`config.mk`:
```
export PLATFORM = sky130hd
export DESIGN_NAME = rx_bit_timer
export DESIGN_NICKNAME = d
export VERILOG_FILES = /design/src/rtl/rx_bit_timer.sv
export SDC_FILE = /design/constraint.sdc
export NUM_CORES = 1
export LEC_CHECK = 0
export ABC_AREA = 1
export ABC_CLOCK_PERIOD_IN_PS = 1770
export CORE_UTILIZATION = 48
export DETAILED_ROUTE_END_ITERATION = 10
export PLACE_DENSITY_LB_ADDON = 0.08
export SETUP_SLACK_MARGIN = 0.15
export SLEW_MARGIN = 10
export SYNTH_ARGS = -nofsm -noshare
export SYNTH_HDL_FRONTEND = slang
export SYNTH_SLANG_ARGS = --single-unit
```
`constraint.sdc`:
```
create_clock -name clk -period 1.77 [get_ports clk]
set_input_delay 0.354 -clock clk [delete_from_list [all_inputs] [get_ports clk]]
set_output_delay 0.354 -clock clk [all_outputs]
set_load 0.01 [all_outputs]
```
`src/rtl/rx_bit_timer.sv`:
```
// rtl/rx_bit_timer.sv - mid-bit sample strobe and bit counter for a serial receiver
// Optional edge resynchronisation: define RX_BIT_TIMER_RESYNC_EN.
module rx_bit_timer #(
  parameter int CNT_BITS = 8,
  parameter int BIT_BITS = 4
) (
  input  logic                clk,
  input  logic                rst,
  input  logic                start_bit,
  input  logic                abort,
  input  logic [CNT_BITS-1:0] clks_per_bit,
  input  logic [BIT_BITS-1:0] bits_per_packet,
  input  logic                d_edge,
  output logic                shift_strobe,
  output logic [BIT_BITS-1:0] bit_index,
  output logic                packet_done,
  output logic                busy
);

  typedef enum logic [1:0] {IDLE, RUN, DONE} state_t;

  state_t              state, state_nxt;
  logic [CNT_BITS-1:0] clk_cnt, clk_cnt_nxt;
  logic [CNT_BITS-1:0] cpb, cpb_nxt;
  logic [BIT_BITS-1:0] bit_cnt, bit_cnt_nxt;
  logic [BIT_BITS-1:0] bpp, bpp_nxt;
  logic                phase_last;
  logic                bit_last;

  assign phase_last = (clk_cnt == cpb - CNT_BITS'(1));
  assign bit_last   = (bit_cnt == bpp - BIT_BITS'(1));

`ifndef RX_BIT_TIMER_RESYNC_EN
  logic unused_d_edge;
  assign unused_d_edge = d_edge;
`endif

  always_comb begin
    state_nxt   = state;
    clk_cnt_nxt = clk_cnt;
    bit_cnt_nxt = bit_cnt;
    cpb_nxt     = cpb;
    bpp_nxt     = bpp;
    if (abort) begin
      state_nxt   = IDLE;
      clk_cnt_nxt = '0;
      bit_cnt_nxt = '0;
    end else begin
      case (state)
        IDLE: begin
          if (start_bit) begin
            // Clamp so the mid-bit point and the wrap compare never coincide at 0
            cpb_nxt     = (clks_per_bit < CNT_BITS'(2)) ? CNT_BITS'(2) : clks_per_bit;
            bpp_nxt     = (bits_per_packet == '0) ? BIT_BITS'(1) : bits_per_packet;
            clk_cnt_nxt = '0;
            bit_cnt_nxt = '0;
            state_nxt   = RUN;
          end
        end
        RUN: begin
          if (phase_last) begin
            clk_cnt_nxt = '0;
            if (bit_last) state_nxt = DONE;
            else          bit_cnt_nxt = bit_cnt + BIT_BITS'(1);
`ifdef RX_BIT_TIMER_RESYNC_EN
          end else if (d_edge) begin
            clk_cnt_nxt = '0;
`endif
          end else begin
            clk_cnt_nxt = clk_cnt + CNT_BITS'(1);
          end
        end
        DONE: begin
          state_nxt   = IDLE;
          clk_cnt_nxt = '0;
          bit_cnt_nxt = '0;
        end
        default: begin
          state_nxt   = IDLE;
          clk_cnt_nxt = '0;
          bit_cnt_nxt = '0;
        end
      endcase
    end
  end

  always_ff @(posedge clk) begin
    if (rst) begin
      state   <= IDLE;
      clk_cnt <= '0;
      bit_cnt <= '0;
      cpb     <= '0;
      bpp     <= '0;
    end else begin
      state   <= state_nxt;
      clk_cnt <= clk_cnt_nxt;
      bit_cnt <= bit_cnt_nxt;
      cpb     <= cpb_nxt;
      bpp     <= bpp_nxt;
    end
  end

  assign shift_strobe = (state == RUN) && (clk_cnt == (cpb >> 1));
  assign packet_done  = (state == DONE);
  assign busy         = (state != IDLE);
  assign bit_index    = bit_cnt;

endmodule

```
Word level (Yosys, flattened, before mapping) --
Index checks and enable logic that the tools add are counted.
Cells by class: add/subtract/negate cells 4, reduce and logical (&&, ||, !) cells 8, equal/unequal tests 9, order comparisons 1, bitwise operators 1, mux-type cells 13
Operators with widths (number):
- two-way mux 8 bit | 3
- two-way mux 4 bit | 4
- one-hot mux 8 bit (2 select lines) | 1
- AND reduction 3 bit | 3
- adder 8 x 1 -> 8 bit (second input constant) | 1
- equality test 8 x 7 -> 1 bit | 1
- equality test 8 bit | 1
- less-than comparator 8 x 2 -> 1 bit (second input constant) | 1
- inequality test 2 bit (second input constant) | 4
- one-hot mux 4 bit (2 select lines) | 1
- subtractor 8 x 1 -> 8 bit (second input constant) | 1
- two-way mux 2 bit | 3
- adder 4 x 1 -> 4 bit (second input constant) | 1
- equality test 4 bit | 1
- zero test 4 bit | 1
- one-hot mux 2 bit (2 select lines) | 1
- subtractor 4 x 1 -> 4 bit (second input constant) | 1
- equality test 2 x 1 -> 1 bit (second input constant) | 1
- equality test 2 bit (second input constant) | 1
- zero test 2 bit | 1
- nonzero test 2 bit | 1
- OR reduction 2 bit | 1
- logical AND 1 bit | 1
- inverter 1 bit | 1
Word-level totals: logic and storage cells 41, flip-flop bits (word level) 26

Logic depth before layout (Yosys ltp) --
depth after elaboration 5, depth in mapped cells 15, mapped depth without buffers 15

Worst setup path before layout --
Ideal clock, no wire load.
path type reg2reg, start register cpb[0], end register clk_cnt[4], setup slack 0.114 ns, cell stages (with the launch flop) 14, data arrival time 1.536 ns, data required time 1.650 ns, period minus slack after synthesis 1.656 ns, cell sequence dfxtp_1 inv_1 ha_1 nand2_2 nor2_2 nand3_1 nand2_1 nand3_1 nor2_2 nand2_2 nand2_4 nand2_1 nand2_2 nor3b_2
Between the ends: cells in the longest elaborated chain, start to end 4
RTL lines:
- from (decl) | RTL line 24 | logic [CNT_BITS-1:0] cpb, cpb_nxt;
- from (signal assigned) | RTL line 98 | cpb <= cpb_nxt;
- subtractor 8 x 1 -> 8 bit | RTL line 30 | assign phase_last = (clk_cnt == cpb - CNT_BITS'(1));
- equality test 8 bit | RTL line 30
- two-way mux 8 bit | RTL line 61 | if (phase_last) begin
- one-hot mux 8 bit (2 select lines) | RTL line 49 | case (state)
- to (signal assigned) | RTL line 96 | clk_cnt <= clk_cnt_nxt;
- to (decl) | RTL line 23 | logic [CNT_BITS-1:0] clk_cnt, clk_cnt_nxt;
Every way passes these cells. A chain may end at the register's enable or synchronous reset.

Final worst setup path --
start register cpb[2], end register bit_cnt[3] (netlist: bit_index[3])
Between the ends: cells in the longest elaborated chain, start to end 4
RTL lines:
- subtractor 8 x 1 -> 8 bit | RTL line 30
- equality test 8 bit | RTL line 30
- inequality test 2 bit (no line)
- AND reduction 3 bit (no line)
- to (signal assigned) | RTL line 97 | bit_cnt <= bit_cnt_nxt;
- to (decl) | RTL line 25 | logic [BIT_BITS-1:0] bit_cnt, bit_cnt_nxt;
Every way passes these cells.

==> flow_summary.ini <==
[place]
gp_congestion = 0.827
io_buffers = 22
dp.final_hpwl_um = 3080
place_ws_ns = -0.222
place_inst = 335

[routing]
maxUsedRoutingLayer = met4
finalWirelength_um = 4480
wl_met1_um = 1880
num_vias = 1760
route.met2.wl_um = 2410
drtAntennaViolNets = 0
wire_per_inst_um = 12.9
dr.first_iter.drc_count = 81
drt-vias-per-instance = 5.06
drc_errors = 0
dr.pass1.iters = 4
dr_wl_met3_um = 104

[yosys]
synth_fa_ha_area_share_pct = 3.16
synth_top_family_by_area = simple AND/OR/NAND/NOR gates
netlist_instances = 235
syn-mean-instance-area_um2 = 6.73
syn_area_um2 = 1580
yosysTopAreaCellShare_pct = 32.9
synthTopCellsByArea = dfxtp_1 (33%), nand2_1 (11%), nor2_1 (9.5%)
synth_seq_cells = 26
muxShareOfSynthArea_pct = 0
syn_nets = 256
synth_top_area_cell = dfxtp_1
synth_warnings = 0
synth-edff-count = 0
synth-simple-area-share_pct = 34.6
synth_common_cells = nand2_1 (47), nor2_1 (40), dfxtp_1 (26)
synthArstFlopShare_pct = 0
synth_compound_area_share_pct = 10.8
yosysMostFrequentCell = nand2_1
synth_cell_types = 25
synth-xor-area-share_pct = 11.1
synthFlopType = dfxtp_1
yosysSeqAreaShare_pct = 32.9

[global_routing]
grt_pass1_wl_um = 7070
first_global_vias = 1676
antenna_found_initial = 0
grt_max_degree = 16
grt.overflow.total = 0
track_usage_pct = 26.3

[power]
p_per_area_nw_per_um2 = 599
power_mw = 1.47
max-vdd-ir-drop_mv = 0.709
p_leak_nw = 1.13

[clocking]
cts.root.buffer_cell = clkbuf_4
cts_tree = done
clk_pin_slew_ns = 0.16
numCtsBuffers = 3
holdBufCountCts = 0
clk_latency_ns = 0.34
clockBufferDepth = 2
clock_sinks = 26
cts-htree-levels = 1

[critical_path]
critPathLaunch = cpb[2]$_SDFFE_PP0P_
cp_data_arrival_time_ns = 2.08
end_kind = flip-flop
crit_chain = buf_4 -> nor2_4 -> nand2_2 -> nor2_2 -> nand2_1 -> nand2_1 -> nand2_1 -> nor2_2 -> nand2_2 -> nand2_4 -> buf_4 -> nand4_1 -> a21oi_2
crit_required_ns = 2.05
slowest_delay_ns = 0.37
reg2reg_to = bit_index[3]$_SDFFE_PP0P_
cp_slowest_cell = dfxtp_2
rr_worst_depth = 13
crit_fanout = 5
timing.rr.start = cpb[2]$_SDFFE_PP0P_
r2r_setup_slack_ns = -0.03
critPathCapture = bit_index[3]$_SDFFE_PP0P_
path_class = flip-flop to flip-flop
cp-start-kind = flip-flop
cp_common_cell = nand2_1

[timing]
hold_violations = 0
whs_ns = 0.512
finalSetupViolations = 3
tightest_slew_ns = 0.525
fin_crit_ns = 1.80
fin_worst_skew_ns = 0.0166
fmaxAchievable_mhz = 555
timing.final.ws_setup_ns = -0.0306
finalCritPeriodShare_pct = 102
maxSlewViolCount = 0
rsz0062_at_grt = true
relSlewSlack_pct = 64.9

[layout]
diodes = 0
drive_gt1_share_pct = 38.2
utilization_pct = 79.8
syn2layout_area_growth_pct = 55.4
final_cells = 348
fin_nets = 326

[floorplan]
rows = 20
core-area_um2 = 3080
dieArea_um2 = 3530
dieWidth_um = 59.4
ios = 24
die_h_um = 59.4
start_util_pct = 51.4

[outcome]
violations = setup timing
run_status = finished, violations left

[min_path]
hp-class = flip-flop to flip-flop

[flow_run]
drv_cap = 0
state kept, by name, summed over array words and instances, names as in the netlist:
register and count:
bit_index 4, clk_cnt 8, bpp 4, state 2, cpb 8
cell families (layout without fill, tap and decap cells):
group	after synthesis	after routing
fa+ha+maj	4	4
simple gates	122	122
flops	26	26
compound gates	32	32
xor+xnor	20	20
buf+inv	31	100
cell usage in the layout (no fill, tap or decap), drive strengths merged:
cell,synthesis,layout
nor3,5,5
a211oi,1,1
nand3,13,13
xnor2,7,7
clkbuf,1,4
dlymetal6s2s,0,3
inv,27,27
nand4,5,5
a221oi,2,2
nor4,3,3
xor2,13,13
nor3b,1,1
clkinv,1,1
clkdlybuf4s50,0,15
nor2,43,43
dfxtp,26,26
dlygate4sd2,0,1
clkdlybuf4s15,0,1
o21ai,16,16
bufinv,0,1
ha,4,4
a21oi,13,13
nand2,52,52
buf,2,47
what timing repair did:
action | 4_1_cts | 5_1_grt
setup endpoints to repair | 20 | 21
gates cloned | 0 | 0
gates resized for setup | 48 | 36
setup buffers | 6 | 3
pin swaps | 10 | 15
through the flow:
| step | TNS, ns | cell area (um^2) |
|---|---|---|
| global placement | -0.363 | 2120 |
| detailed placement | -0.764 | 2120 |
| global route | -0.890 | 2460 |
| finish | -0.0773 | 2460 |
| CTS | -0.0381 | 2330 |
| floorplan | 0 | 1580 |
routing by layer:
| layer | up-vias | GRT usage [%] |
|---|---|---|
| li1 | 897 | - |
| met1 | 810 | 29.5 |
| met2 | 40 | 49.4 |
| met3 | 13 | 4.37 |
| met4 | 0 | 9.18 |
| met5 | - | 0 |
power by group:
part	leakage [nW]	internal [mW]	total (mW)	switching (mW)
Combinational	0.879	0.201	0.421	0.220
Sequential	0.219	0.608	0.629	0.0210
Clock	0.0279	0.229	0.422	0.193
final cells by class:
cell class	instances	area [um^2]
clock buffer	3	22.5
multi-input combinational	178	1130
tap	44	55.1
fill	219	621
clock inverter	1	30.0
sequential	26	543
timing repair buffer	68	573
inverter	28	108
worst max-delay path, delay by kind of cell (launching register included):
kind | cells | cell delay (ns)
AND/OR/NAND/NOR | 10 | 0.92
AO/OA/AOI/OAI | 1 | 0.15
flip-flops | 1 | 0.37
buffers and inverters | 2 | 0.29
worst min path at each step:
stage                         from                  end  depth (start not counted)
2_1_floorplan                  rst  bpp[0]$_SDFFE_PP0P_                          1
3_5_place_dp   bpp[1]$_SDFFE_PP0P_  bpp[1]$_SDFFE_PP0P_                          2
5_1_grt        bpp[1]$_SDFFE_PP0P_  bpp[1]$_SDFFE_PP0P_                          2
6_report       bpp[1]$_SDFFE_PP0P_  bpp[1]$_SDFFE_PP0P_                          2
3_3_place_gp   bpp[1]$_SDFFE_PP0P_  bpp[1]$_SDFFE_PP0P_                          2
4_1_cts        bpp[1]$_SDFFE_PP0P_  bpp[1]$_SDFFE_PP0P_                          2
(Power assumes the default switching activity.)
